File: src/rtl/load_unit.sv
// load_unit: single-entry load stage (aligned word read, byte/half/word extend, CDB broadcast).
// Optional MISALIGN_CHECK_EN: misaligned LH/LHU/LW raise cdb_exc instead of reading memory.
module load_unit #(
  parameter int ADDR_W = 32,
  parameter int ROB_W  = 6
) (
  input  logic              clock,
  input  logic              reset,
  input  logic              flush,
  input  logic              issue_valid,
  input  logic [ADDR_W-1:0] issue_addr,
  input  logic [2:0]        issue_type,
  input  logic [ROB_W-1:0]  issue_rob,
  output logic              busy,
  output logic              mem_req,
  output logic [ADDR_W-1:0] mem_addr,
  input  logic              mem_ready,
  input  logic [31:0]       mem_rdata,
  output logic              cdb_req,
  input  logic              cdb_grant,
  output logic [31:0]       cdb_data,
  output logic [ROB_W-1:0]  cdb_rob,
  output logic              cdb_exc
);

  typedef enum logic [1:0] {IDLE, REQ, BCAST} state_t;

  state_t     state;
  logic [1:0] lat_off;
  logic [2:0] lat_type;
  logic       misaligned;

  function automatic logic [31:0] extract(input logic [31:0] word,
                                          input logic [1:0]  off,
                                          input logic [2:0]  ltype);
    logic [7:0]  byte_v;
    logic [15:0] half_v;
    byte_v = word[{off, 3'b000} +: 8];
    half_v = off[1] ? word[31:16] : word[15:0];
    case (ltype)
      3'b000:  extract = {{24{byte_v[7]}}, byte_v};
      3'b001:  extract = {{16{half_v[15]}}, half_v};
      3'b010:  extract = word;
      3'b100:  extract = {24'd0, byte_v};
      3'b101:  extract = {16'd0, half_v};
      default: extract = 32'd0;
    endcase
  endfunction

`ifdef MISALIGN_CHECK_EN
  always_comb begin
    misaligned = 1'b0;
    case (issue_type)
      3'b001, 3'b101: misaligned = issue_addr[0];
      3'b010:         misaligned = |issue_addr[1:0];
      default:        misaligned = 1'b0;
    endcase
  end
`else
  assign misaligned = 1'b0;
  assign cdb_exc    = 1'b0;
`endif

  // mem_req is high exactly while in REQ, so mem_ready is only honoured there.
  always_ff @(posedge clock or posedge reset) begin
    if (reset) begin
      state    <= IDLE;
      busy     <= 1'b0;
      mem_req  <= 1'b0;
      mem_addr <= '0;
      cdb_req  <= 1'b0;
      cdb_data <= '0;
      cdb_rob  <= '0;
      lat_off  <= '0;
      lat_type <= '0;
`ifdef MISALIGN_CHECK_EN
      cdb_exc  <= 1'b0;
`endif
    end else if (flush) begin
      state   <= IDLE;
      busy    <= 1'b0;
      mem_req <= 1'b0;
      cdb_req <= 1'b0;
`ifdef MISALIGN_CHECK_EN
      cdb_exc <= 1'b0;
`endif
    end else begin
      case (state)
        IDLE: begin
          if (issue_valid) begin
            busy     <= 1'b1;
            lat_off  <= issue_addr[1:0];
            lat_type <= issue_type;
            cdb_rob  <= issue_rob;
            mem_addr <= {issue_addr[ADDR_W-1:2], 2'b00};
            if (misaligned) begin
              state    <= BCAST;
              cdb_req  <= 1'b1;
              cdb_data <= '0;
`ifdef MISALIGN_CHECK_EN
              cdb_exc  <= 1'b1;
`endif
            end else begin
              state   <= REQ;
              mem_req <= 1'b1;
            end
          end
        end
        REQ: begin
          if (mem_ready) begin
            cdb_data <= extract(mem_rdata, lat_off, lat_type);
            mem_req  <= 1'b0;
            cdb_req  <= 1'b1;
            state    <= BCAST;
          end
        end
        BCAST: begin
          if (cdb_grant) begin
            state   <= IDLE;
            cdb_req <= 1'b0;
            busy    <= 1'b0;
`ifdef MISALIGN_CHECK_EN
            cdb_exc <= 1'b0;
`endif
          end
        end
        default: state <= IDLE;
      endcase
    end
  end

endmodule

File: config.mk
export PLATFORM = sky130hd
export DESIGN_NAME = load_unit
export DESIGN_NICKNAME = d
export VERILOG_FILES = /design/src/rtl/load_unit.sv
export SDC_FILE = /design/constraint.sdc
export NUM_CORES = 1
export LEC_CHECK = 0
export CAP_MARGIN = 10
export CORE_ASPECT_RATIO = 0.75
export CORE_MARGIN = 2
export CORE_UTILIZATION = 45
export DETAILED_ROUTE_END_ITERATION = 8
export MAX_ROUTING_LAYER = met4
export PLACE_DENSITY = 0.85
export SLEW_MARGIN = 20
export SYNTH_ARGS = -nofsm -noshare
export SYNTH_HDL_FRONTEND = slang
export SYNTH_SLANG_ARGS = --single-unit
File: constraint.sdc
create_clock -name clock -period 4.9 [get_ports clock]
set_input_delay 0.98 -clock clock [delete_from_list [all_inputs] [get_ports clock]]
set_output_delay 0.98 -clock clock [all_outputs]
set_load 0.03 [all_outputs]
==> impl_results.md <==
- Most Used Layer, Global Route: met2
- Starting Density: 46.6%
- Core area: 7360 um2
- Core Util, Final: 69.8%
- Num CTS Buffers: 9
- Worst R2R End: cdb_data[28]$_DFFE_PP0P_
- CTS tree: yes
- Final Cycle Share: 57.9%
- Worst skew pair latency: 0.34 ns
- Row cnt: 27
- Nets: 483
- Cell area after layout: 5140 um2
- CP max-delay cell: nor4_4
- EDFF count, synth: 0
- # DRC: 0
- Yosys warning count: 0
- Post-Syn Area per Cell: 13.3 um2
- Gate Count Post-Synth: 259
- Post-Layout Cell Count: 510
- R2R Path Start: lat_off[1]$_DFFE_PP0P_
- Via count: 2781
- Yosys reg bits: 78
- Grt met3 use: 6.45%
- Vias in the first global route: 2741
- Setup violators final: 0
- Hold path cells: 1
- Crit Path Class: in2reg
- Buffers on Ports: 149
- Cts hold-fix bufs: 0
- DRT Wirelength: 9020 um
- Grt met1 use: 29.1%
- Antenna violation net count after detailed routing: 0
- First-pass GRT wire length: 14600 um
- Sequential fraction of the synthesis area: 56.9%
- Layout fillers: 581
- Pwr/cell area: 472 nW/um2
- Critical Path Start Type: input pin
- Setup TNS: 0 ns
- Via density: 5.45
- Crit path cell chain: clkdlybuf4s50_1 -> nor2b_1 -> nand3b_2 -> buf_4 -> nor4_4 -> a221o_1
- HP Start: cdb_data[13]$_DFFE_PP0P_
- Clock skew: 0.0122 ns
- GR Overflow Total: 0
- DIE WIDTH: 105 um
- Minimum clock period after layout: 2.84 ns
- Met2 Use GR: 36.8%
- GRT Overall Usage: 23.2%
- Reg clk slew, reported paths: 0.07 ns
- Slew headroom: 38.1%
- Bufs and invs on worst path: 2
- Placed Cells: 494
- Critical path's top delay family: simple AND/OR/NAND/NOR gates
- Maxcap violations: 0
- P&R area growth vs syn: 49.7%
- Largest net degree at the start of global routing: 51
- DP HPWL: 6650 um
- Measured slew at the worst slew-check pin: 0.922 ns
- Count of cell types in the netlist: 36
- Critical path fanouts, max: 33
- Reg2reg setup slack: 2.73 ns
- Placed inst area: 4950 um2
- WP data required: 5.17 ns
- Final Hold Vio Count: 0
- Async SR Flop Fraction: 100%
- Slew Limit Fails: 0
- Worst reg2reg path depth: 4
- VDD IR max: 0.260 mV
- Clock sinks: 78
- Post-cts gate resize count: 0
- Critical Path AT: 3.11 ns
- Leak: 0.00215 uW
- Chip height: 79.6 um
- RSZ-0062 raised after global routing: false
- Syn Std Cell Area: 3430 um2
- CTS H-tree lvls: 3
- Kind of end point of the critical path: flop
- Ports: 153
- GPL Wtd Cong: 0.887
- Worst min path class: reg2reg
- DR iter-0 viols: 212
- Max stage delay on crit path: 0.73 ns
- First-pass DRT Iterations: 7
- Worst Hold Path EP: cdb_data[13]$_DFFE_PP0P_
- Status: complete, no violations
- Die ar.: 8350 um2
- Most common cell after layout, fill and taps aside: clkdlybuf4s50_1
- Top FF cell, synth: dfrtp_1
- Initial antenna violation count: 0
- Fraction of layout cells with a size suffix above 1: 17.8%
- Fmax: 352 MHz
- CTS root buffer: clkbuf_8
- Commonest cells after routing, fill and taps aside: clkdlybuf4s50_1 (149), dfrtp_1 (78), mux2_2 (47)
- Clock Path Buffers: 2
- Post-CTS setup buffers: 0
- Drt wl/cell: 17.7 um
- Diodes inserted: 0
==> layout make-up <==
class                           instances  area, um2  area share (%)
Inverter                                6       23.8           0.463
Tap cell                              101        126            2.46
Multi-Input combinational cell        157       1330            25.9
Clock inverter                          5       60.1            1.17
Timing Repair Buffer                  152       1510            29.5
Clock buffer                           11        131            2.56
Sequential cell                        78       1950            38.0
==> power by group <==
| group | internal [uW] | switching, uW | leakage (uW) | total [uW] |
|---|---|---|---|---|
| Clock | 237 | 225 | 0.0000935 | 462 |
| Sequential | 810 | 118 | 0.000972 | 928 |
| Combinational | 489 | 549 | 0.00109 | 1040 |
==> how the worst max path moves through the flow <==
stage	from	endpoint	slack, ns	cells after the start
after floorplan	reset	busy$_DFFE_PP0P_	1.92	1
after global placement	mem_ready	cdb_data[17]$_DFFE_PP0P_	1.92	6
after detailed placement	mem_ready	cdb_data[24]$_DFFE_PP0P_	1.79	6
after CTS	mem_ready	cdb_data[28]$_DFFE_PP0P_	2.12	6
after global routing	mem_ready	cdb_data[28]$_DFFE_PP0P_	1.93	6
final	mem_ready	cdb_data[28]$_DFFE_PP0P_	2.06	6
==> synth_stat cells (3+ instances only) <==
cell / instances / area, um2
a21oi_1: 13 / 65.1
buf_2: 3 / 15.0
o21ai_0: 13 / 65.1
clkbuf_1: 4 / 15.0
dfrtp_1: 78 / 1950
nor2_1: 4 / 15.0
mux2_2: 47 / 529
a221o_1: 16 / 160
nor2b_1: 5 / 31.3
nor3_1: 3 / 15.0
a21o_1: 8 / 60.1
buf_6: 3 / 33.8
a22oi_1: 8 / 60.1
a222oi_1: 7 / 70.1
buf_4: 8 / 60.1
inv_1: 6 / 22.5
nand2_1: 11 / 41.3
==> per-layer routing <==
metal  vias to the layer above  part of all wire (%)
met5                         -                     0
met4                         0                   1.8
met3                        12                   7.4
met2                       137                    48
met1                      1372                    43
li1                       1260                     -
==> state kept, by name, indices dropped and copies added, names as in the netlist <==
name	cells
busy	1
cdb_rob	6
cdb_req	1
cdb_data	32
mem_req	1
lat_off	2
state	2
mem_addr	30
lat_type	3
==> kinds of logic (layout without fill, tap and decap cells) <==
group | after synthesis | after routing | share of synthesized area, %
other cells | 1 | 3 | 0.109
compound gates | 70 | 70 | 15.1
buf+inv | 26 | 174 | 4.56
simple gates | 34 | 34 | 6.67
mux | 50 | 50 | 16.7
flops | 78 | 78 | 56.9
==> per-stage QoR <==
stage / setup WS, ns / hold WS [ns] / power [uW]
2_1_floorplan: 1.92 / 0.521 / 1510
3_3_place_gp: 1.92 / 0.460 / 1950
3_5_place_dp: 1.79 / 0.466 / 1980
4_1_cts: 2.12 / 0.484 / 2450
5_1_grt: 1.93 / 0.501 / 2540
6_report: 2.06 / 0.477 / 2430
Note: power is estimated with default switching activity, not from simulation.
